File: src/rtl/clock_pkg.sv
// rtl/clock_pkg.sv - shared constants for the alarm-clock counter datapath
//
// Purpose: count-direction encodings and the standard time-unit moduli
//          used when instantiating mod_counter_ce stages.
// Ports:   none (package)
package clock_pkg;

  localparam logic DIR_UP = 1'b1;
  localparam logic DIR_DN = 1'b0;

  localparam int SEC_MODULUS = 60;
  localparam int MIN_MODULUS = 60;
  localparam int HR_MODULUS  = 24;

endpackage : clock_pkg

File: src/rtl/mod_counter_ce_step.sv
// rtl/mod_counter_ce_step.sv - combinational wrapped next-value and terminal-count logic
//
// Purpose: given the current count, produce the next count with wrap at
//          0 / MODULUS-1 and the terminal-count flag for the active direction.
//          The down path exists only when MOD_COUNTER_DOWN_EN is defined;
//          otherwise up_dn is ignored and the stage counts up only.
// Ports:
//   q      in   WIDTH  current count
//   up_dn  in   1      1 = up, 0 = down (honoured only with MOD_COUNTER_DOWN_EN)
//   nxt    out  WIDTH  count after one step
//   tc     out  1      terminal count for the active direction
module mod_step
  import clock_pkg::*;
#(
  parameter int WIDTH   = 6,
  parameter int MODULUS = 60
) (
  input  logic [WIDTH-1:0] q,
  input  logic             up_dn,
  output logic [WIDTH-1:0] nxt,
  output logic             tc
);

  localparam logic [WIDTH-1:0] MAXV = WIDTH'(MODULUS - 1);

  // Wrap is decided by explicit compare so non-power-of-two moduli never
  // depend on natural 2^WIDTH overflow.
  logic at_max;
  assign at_max = (q == MAXV);

`ifdef MOD_COUNTER_DOWN_EN
  logic at_zero;
  assign at_zero = (q == '0);

  always_comb begin
    nxt = q;
    tc  = 1'b0;
    if (up_dn == DIR_UP) begin
      nxt = at_max ? '0 : q + WIDTH'(1);
      tc  = at_max;
    end else begin
      nxt = at_zero ? MAXV : q - WIDTH'(1);
      tc  = at_zero;
    end
  end
`else
  // Up-only build: direction input is deliberately left unconnected.
  logic unused_up_dn;
  assign unused_up_dn = up_dn;

  always_comb begin
    nxt = at_max ? '0 : q + WIDTH'(1);
    tc  = at_max;
  end
`endif

endmodule : mod_step

File: src/rtl/mod_counter_ce.sv
// rtl/mod_counter_ce.sv - clock-enabled modulo-N counter with clamped load and cascade carry
//
// Purpose: counts 0..MODULUS-1 with wrap, loads with range clamping and
//          flags clamped loads; tc/co let stages chain (sec -> min -> hr).
//          Down counting is available when MOD_COUNTER_DOWN_EN is defined.
// Ports:
//   clk    in   1      clock, all state on posedge
//   rst_n  in   1      asynchronous active-low reset
//   ce     in   1      clock enable, gates load and count
//   ld     in   1      load d (only when ce=1)
//   d      in   WIDTH  load value
//   up_dn  in   1      1 = up, 0 = down
//   q      out  WIDTH  registered count
//   tc     out  1      terminal count, combinational from q and direction
//   co     out  1      carry/borrow for the next stage (ce & ~ld & tc)
//   err    out  1      high for one cycle after a clamped load
module mod_counter_ce
  import clock_pkg::*;
#(
  parameter int WIDTH   = 6,
  parameter int MODULUS = SEC_MODULUS
) (
  input  logic             clk,
  input  logic             rst_n,
  input  logic             ce,
  input  logic             ld,
  input  logic [WIDTH-1:0] d,
  input  logic             up_dn,
  output logic [WIDTH-1:0] q,
  output logic             tc,
  output logic             co,
  output logic             err
);

  generate
    if (MODULUS < 2 || MODULUS > (1 << WIDTH)) begin : g_bad_modulus
      $error("mod_counter_ce: MODULUS must lie in 2..2**WIDTH");
    end
  endgenerate

  localparam logic [WIDTH-1:0] MAXV = WIDTH'(MODULUS - 1);

  logic [WIDTH-1:0] nxt;

  mod_step #(
    .WIDTH  (WIDTH),
    .MODULUS(MODULUS)
  ) u_step (
    .q    (q),
    .up_dn(up_dn),
    .nxt  (nxt),
    .tc   (tc)
  );

  // A load on the wrap edge replaces the wrap, so it must not ripple
  // into the next stage.
  assign co = ce & ~ld & tc;

  always_ff @(posedge clk or negedge rst_n) begin
    if (!rst_n) begin
      q   <= '0;
      err <= 1'b0;
    end else if (!ce) begin
      err <= 1'b0;
    end else if (ld) begin
      if (d > MAXV) begin
        q   <= MAXV;
        err <= 1'b1;
      end else begin
        q   <= d;
        err <= 1'b0;
      end
    end else begin
      q   <= nxt;
      err <= 1'b0;
    end
  end

endmodule : mod_counter_ce

File: config.mk
export PLATFORM = sky130hd
export DESIGN_NAME = mod_counter_ce
export DESIGN_NICKNAME = d
export VERILOG_FILES = /design/src/rtl/clock_pkg.sv /design/src/rtl/mod_counter_ce_step.sv /design/src/rtl/mod_counter_ce.sv
export SDC_FILE = /design/constraint.sdc
export NUM_CORES = 1
export LEC_CHECK = 0
export ABC_AREA = 1
export CAP_MARGIN = 15
export CORE_AREA = 5 5 42 44
export DETAILED_ROUTE_END_ITERATION = 10
export DIE_AREA = 0 0 47 49
export GPL_TIMING_DRIVEN = 1
export PLACE_DENSITY = 0.69
export SETUP_SLACK_MARGIN = 0.4
export SYNTH_ARGS = -nofsm -noshare
export SYNTH_HDL_FRONTEND = slang
export SYNTH_SLANG_ARGS = --single-unit
File: constraint.sdc
create_clock -name clk -period 1.5 [get_ports clk]
set_clock_uncertainty 0.1 [all_clocks]
set_input_delay 0.15 -clock clk [delete_from_list [all_inputs] [get_ports clk]]
set_output_delay 0.15 -clock clk [all_outputs]
set_load 0.02 [all_outputs]
==> impl_metrics.ini, run 1 <==
[finish]
final_common_cell = buf_4
multi_input_area_um2 = 325.3
final_layout_size_suffix_gt1_share_pct = 50.93
area_growth_pct = 98.42
fin_util_pct = 67.14
nNetsFinal = 121
antenna_cells = 0
final_cell_mix = buf_4, buf_6, nand2_1
fillers = 123
regArea_um2 = 177.7

[timing]
timing.final.crit_share_pct = 97.70
timing.fmax_ghz = 0.6823
slew_viol_final = 0
setup-violations-final = 0
hold_viol_final = 0
rsz0062_at_grt = yes
finalCriticalPeriod_ps = 1466
tightest_slew_ps = 354.5
tns_ps = 0
max-slew-margin-rel_pct = 76.29
worst_slack_ps = 34.47

[global_routing]
antenna_found_initial = 0
grt_pass1_wl_um = 2787
overflow = 0
grt_pass1_vias = 707
track_usage_pct = 16.91
grt_max_degree = 9

[synth]
synth.top_cell.area_share_pct = 36.94
ys_types = 18
synth-seq-cells = 7
synth_area_leader_cell = dfrtp_1
yosysSeqAreaShare_pct = 36.94
yosysWarnings = 0
netlist_top_cells_area = dfrtp_1, nand2_1, nor2_1
netlist_area_um2 = 474.2
syn-num-nets = 80
synth_cells = 68
syn_avg_cell_area_um2 = 6.974

[floorplanning]
die_area_um2 = 2303
rows = 14
coreArea_um2 = 1401
io_pins = 20
die_w_um = 47
die_h_um = 49
start_util_pct = 33.84

[placed_design]
place_ws_ps = -229.7
gp_congestion = 0.7583
port_buffers = 18
hpwl_um = 1200

[drt]
antenna_violating_nets_post_route = 0
vias = 626
drc = 0
wirelength_um = 1787
drtIter0Drc = 9
drt-vias-per-instance = 5.048
drt_pass1_iterations = 4
post_drt_wl_per_cell_um = 14.41

[worst_setup_path]
cp-end-kind = output port
crit_fanout = 3
cp.arrival_ps = 1220
crit_path_start_kind = register
required_ps = 1250
critical_path_class = reg -> out

[pwr]
powerDensity_nw_per_um2 = 981.8
p_leak_nw = 0.4535
worst_ir_drop_vdd_mv = 0.5329

[clocking]
clock-root-buffer = clkbuf_4
cts-htree-levels = 1
cts_tree = built
cts_inserted_buffers = 3
clk_latency_ps = 260
clk_pin_slew_worst_paths_ps = 50
cts.path.max_buffers = 2
holdBufCountCts = 0
clock-sinks = 7

[run]
max_cap_viol_count = 0

[outcome]
run_status = completed

[hold_path]
min_path_type = in -> async
cells by family (layout without fill, tap and decap cells):
| kind of cell | count (synthesis) | in the layout | synth area share (%) |
|---|---|---|---|
| compound gates | 13 | 13 | 16.89 |
| xor+xnor | 2 | 2 | 3.695 |
| fa+ha+maj | 1 | 1 | 2.638 |
| buf+inv | 11 | 51 | 10.03 |
| flops | 7 | 7 | 36.94 |
| simple gates | 34 | 34 | 29.81 |
where the power goes:
group	total, mW	internal (mW)	switching [mW]
Clock	0.176	0.102	0.0742
Combinational	0.501	0.262	0.239
Sequential	0.247	0.218	0.0288
Total	0.924	0.582	0.342
critical path, stage by stage, from the launching register on:
cell	delay [ps]
dfrtp_2	380
ha_4	150
nand2_4	50
nor2_4	110
nand2_4	80
nor2_4	80
buf_6	120
repair_timing:
item	4_1_cts	5_1_grt
setup buffers	7	1
gates resized for setup	60	8
pin swaps	8	7
endpoints found under the setup margin	15	15
layout make-up:
class	count	area share, %
multi-input combinational	50	34.57
timing repair buffer	39	38.43
inverter	8	3.191
tap	16	2.128
sequential	7	18.88
clock buffer	4	2.793
synthesized netlist by cell type (all sizes together):
| cell type | n |
|---|---|
| xor2 | 1 |
| nor3 | 2 |
| buf | 3 |
| nand2 | 16 |
| xnor2 | 1 |
| inv | 8 |
| o22ai | 1 |
| nor2 | 11 |
| ha | 1 |
| nand4 | 2 |
| o21bai | 1 |
| nand3 | 3 |
| a21oi | 11 |
| dfrtp | 7 |
routing by layer:
layer,wire (um),global-route usage [%],vias up,share of wire (%)
met4,29,7.834,0,1.6
met2,1011,30.54,24,57
li1,-,-,300,-
met1,658,17.41,297,37
met3,88,3.321,5,4.9
met5,0,0,-,0
per-stage QoR:
step | hold slack [ps] | total power, mW | area, um^2 | std cells
after floorplan | -245.6 | 0.4449 | 509.2 | 68
final | 64.63 | 0.9238 | 940.9 | 124
after CTS | 69.41 | 0.8845 | 903.4 | 123
after global placement | 342.1 | 0.6132 | 789.5 | 112
after detailed placement | 341.8 | 0.6242 | 789.5 | 112
after global routing | 80.33 | 0.9781 | 940.9 | 124
sequential cells by signal, indices dropped and copies added, names as in the netlist:
name and cells:
err 1, q 6
final timing paths:
| path | startpoint | to | slack, ps | cells after the start |
|---|---|---|---|---|
| min in group clk | d[1] | q[1] | 480 | 3 |
| max in group asynchronous | rst_n | q[1] | 960 | 1 |
| max | q[0] | co | 30 | 6 |
| max reg2reg | q[0] | q[5] | 90 | 9 |
| min reg2reg | q[3] | q[3] | 580 | 3 |
| min | rst_n | q[2] | 60 | 1 |
Note: power is estimated with default switching activity, not from simulation.
==> inputs of run 2 (changes only) <==
- ABC_AREA: 1 -> not set
- GPL_TIMING_DRIVEN: 1 -> 0
- PLACE_DENSITY: 0.69 -> 0.68
- SETUP_SLACK_MARGIN: 0.4 -> not set
==> run 2 against run 1 <==
- the run now ends with negative setup slack left
- via count fell by 16%
- die area unchanged
- worst setup slack got worse by 56 ps
- non-clock buffer count down 10
- clock-buffer cell count did not move
- final area is 18% lower
- synthesized cell count is 22% lower
- sequential power rose by 5%
- routed wire length down 27%
- sequential share of layout area grew 4.4 points
- synthesized area down 3.2%
- register-to-register slack got worse by 40 ps
- critical path type unchanged
- critical endpoint is now tc
==> impl_metrics.ini, run 2 <==
[outcome]
run_status = finished with violations
violations = negative setup slack

[run]
max_cap_viol_count = 0

[floorplanning]
rows = 14
die_area_um2 = 2303
die_w_um = 47
die_h_um = 49
io_pins = 20
coreArea_um2 = 1401
start_util_pct = 32.77

[worst_setup_path]
critPathLaunch = q[0]
cpMaxStageDelayCell = dfrtp_2
critPathBufInv = 1
path_cells = ha_4 > nand4b_1 > nor2_2 > buf_6
cp-end-kind = output port
crit_fanout = 3
required_ps = 1250
crit_path_start_kind = register
max_stage_delay_ps = 380
critical_path_class = reg -> out
cp.arrival_ps = 1270
cp_top_family = flip-flops
r2r-start = q[0]

[timing]
rsz0062_at_grt = yes
timing.fmax_ghz = 0.6573
worst_slack_ps = -21.27
timing.final.crit_share_pct = 101.4
setup-violations-final = 2
slew_viol_final = 0
hold_viol_final = 0
max-slew-margin-rel_pct = 80.00
tightest_slew_ps = 299.1
whs_ps = 52.66
finalCriticalPeriod_ps = 1521

[global_routing]
grt_pass1_vias = 465
overflow = 0
grt_max_degree = 11
grt_pass1_wl_um = 2097
track_usage_pct = 12.55
antenna_found_initial = 0

[finish]
top_register = q
top_regs = q (6), err (1)
area_growth_pct = 67.30
antenna_cells = 0
final_layout_size_suffix_gt1_share_pct = 29.76
nNetsFinal = 97
final_cell_mix = clkdlybuf4s50_1, buf_4, dlygate4sd2_1
largest_register_ffs = 6

[drt]
drt-vias-per-instance = 5.240
drt_pass1_iterations = 4
drtIter0Drc = 4
vias = 524
post_drt_wl_per_cell_um = 13.09
antenna_violating_nets_post_route = 0
wirelength_um = 1309
drc = 0

[placed_design]
place_ws_ps = -451.4
port_buffers = 18
hpwl_um = 954.5
gp_congestion = 0.8248

[synth]
synth-async-reset-ratio_pct = 100.0
synth_edf_count = 0
ys_types = 28
yosysSeqAreaShare_pct = 38.15
synth_cells = 53
syn-num-nets = 65
netlist_area_um2 = 459.2
synth_area_leader_cell = dfrtp_1
yosysWarnings = 0
synth.top_cell.area_share_pct = 38.15
syn_avg_cell_area_um2 = 8.664
synth-seq-cells = 7
synthTopCellsByCount = dfrtp_1, nand2_1, inv_1, nor2_1, o21ai_1
synth_ff_type = dfrtp_1
netlist_top_cells_area = dfrtp_1, nand2_1, o21ai_1
yosysMostFrequentCell = dfrtp_1

[clocking]
cts_inserted_buffers = 3
clock-sinks = 7
cts_tree = built
cts.path.max_buffers = 2
clock-root-buffer = clkbuf_4
cts-htree-levels = 1
clk_latency_ps = 250
clk_pin_slew_worst_paths_ps = 50
holdBufCountCts = 0

[pwr]
p_leak_nw = 0.3382
powerDensity_nw_per_um2 = 930.8
worst_ir_drop_vdd_mv = 0.4018
finalPower_uw = 715.1

[hold_path]
min_path_type = in -> async
==> run 2: cell types whose count changed after synthesis, sizes merged, moves of 2 or more <==
cell / change
nor2: -8
o211ai: +3
inv: -4
o21ai: +5
nand4: -2
nand2: -11
a21oi: -10
and3: +2
nand2b: +2
==> run 2: through the flow <==
step | TNS, ps | instances | cell area [um^2] | utilization (%)
floorplan | 0 | 53 | 469.2 | -
CTS | -144.0 | 96 | 738.2 | 52.68
detailed placement | -1145 | 87 | 669.4 | 47.77
global route | -188.2 | 100 | 768.2 | 54.82
global placement | -1115 | 87 | 669.4 | 47.77
finish | -36.01 | 100 | 768.2 | 54.82
==> run 2: worst paths after layout <==
check                      endpoint  slack, ps  depth (start not counted)
setup / recovery                 tc        -20                          4
min in group clk               q[2]        420                          1
setup reg to reg               q[5]         50                          5
hold / removal                  err         50                          1
max in group asynchronous      q[1]       1000                          1
hold reg to reg                q[2]        420                          1
==> run 2: worst reg2reg max path, cell delays in order (launching register included) <==
cell and delay, ps:
dfrtp_2 380, buf_4 120, buf_4 110, nand3_2 100, or4_4 490, o211ai_2 80
==> run 2: kinds of logic after synthesis <==
| kind of cell | Yosys count | synth area share [%] |
|---|---|---|
| and+or+nand+nor | 21 | 26.43 |
| AOI/OAI and AO/OA | 18 | 27.25 |
| adders and majority gates | 1 | 2.724 |
| buffers and inverters | 6 | 5.449 |
| DFF | 7 | 38.15 |
==> run 2: layout make-up <==
cell class	instances	area, um^2
fillers	137	633.1
multi-input cells	40	279.0
repair buffers	27	239.0
flip-flops and latches	7	178.9
clock buffers	4	26.28
well taps	16	20.02
inverters	4	15.01
plain buffers	2	10.01
==> run 2: power by group <==
| group | internal, mW | switching [mW] |
|---|---|---|
| logic | 0.144 | 0.139 |
| registers | 0.220 | 0.0405 |
| clock network | 0.102 | 0.0702 |
==> run 2: per-layer routing <==
layer  global-route usage (%)  vias to the layer above  share of wire (%)  wire length [um]
met5                        0                        -                  0                 0
met4                    5.530                        0                  0                 0
met1                    16.63                      249                 44               574
met2                    19.23                       13                 53               691
li1                         -                      262                  -                 -
met3                    2.214                        0                3.3                43
==> run 2: timing repair <==
item | CTS | global route
gates resized for setup | 20 | 0
pin swaps | 3 | 1
setup buffers | 5 | 4
endpoints found under the setup margin | 11 | 4
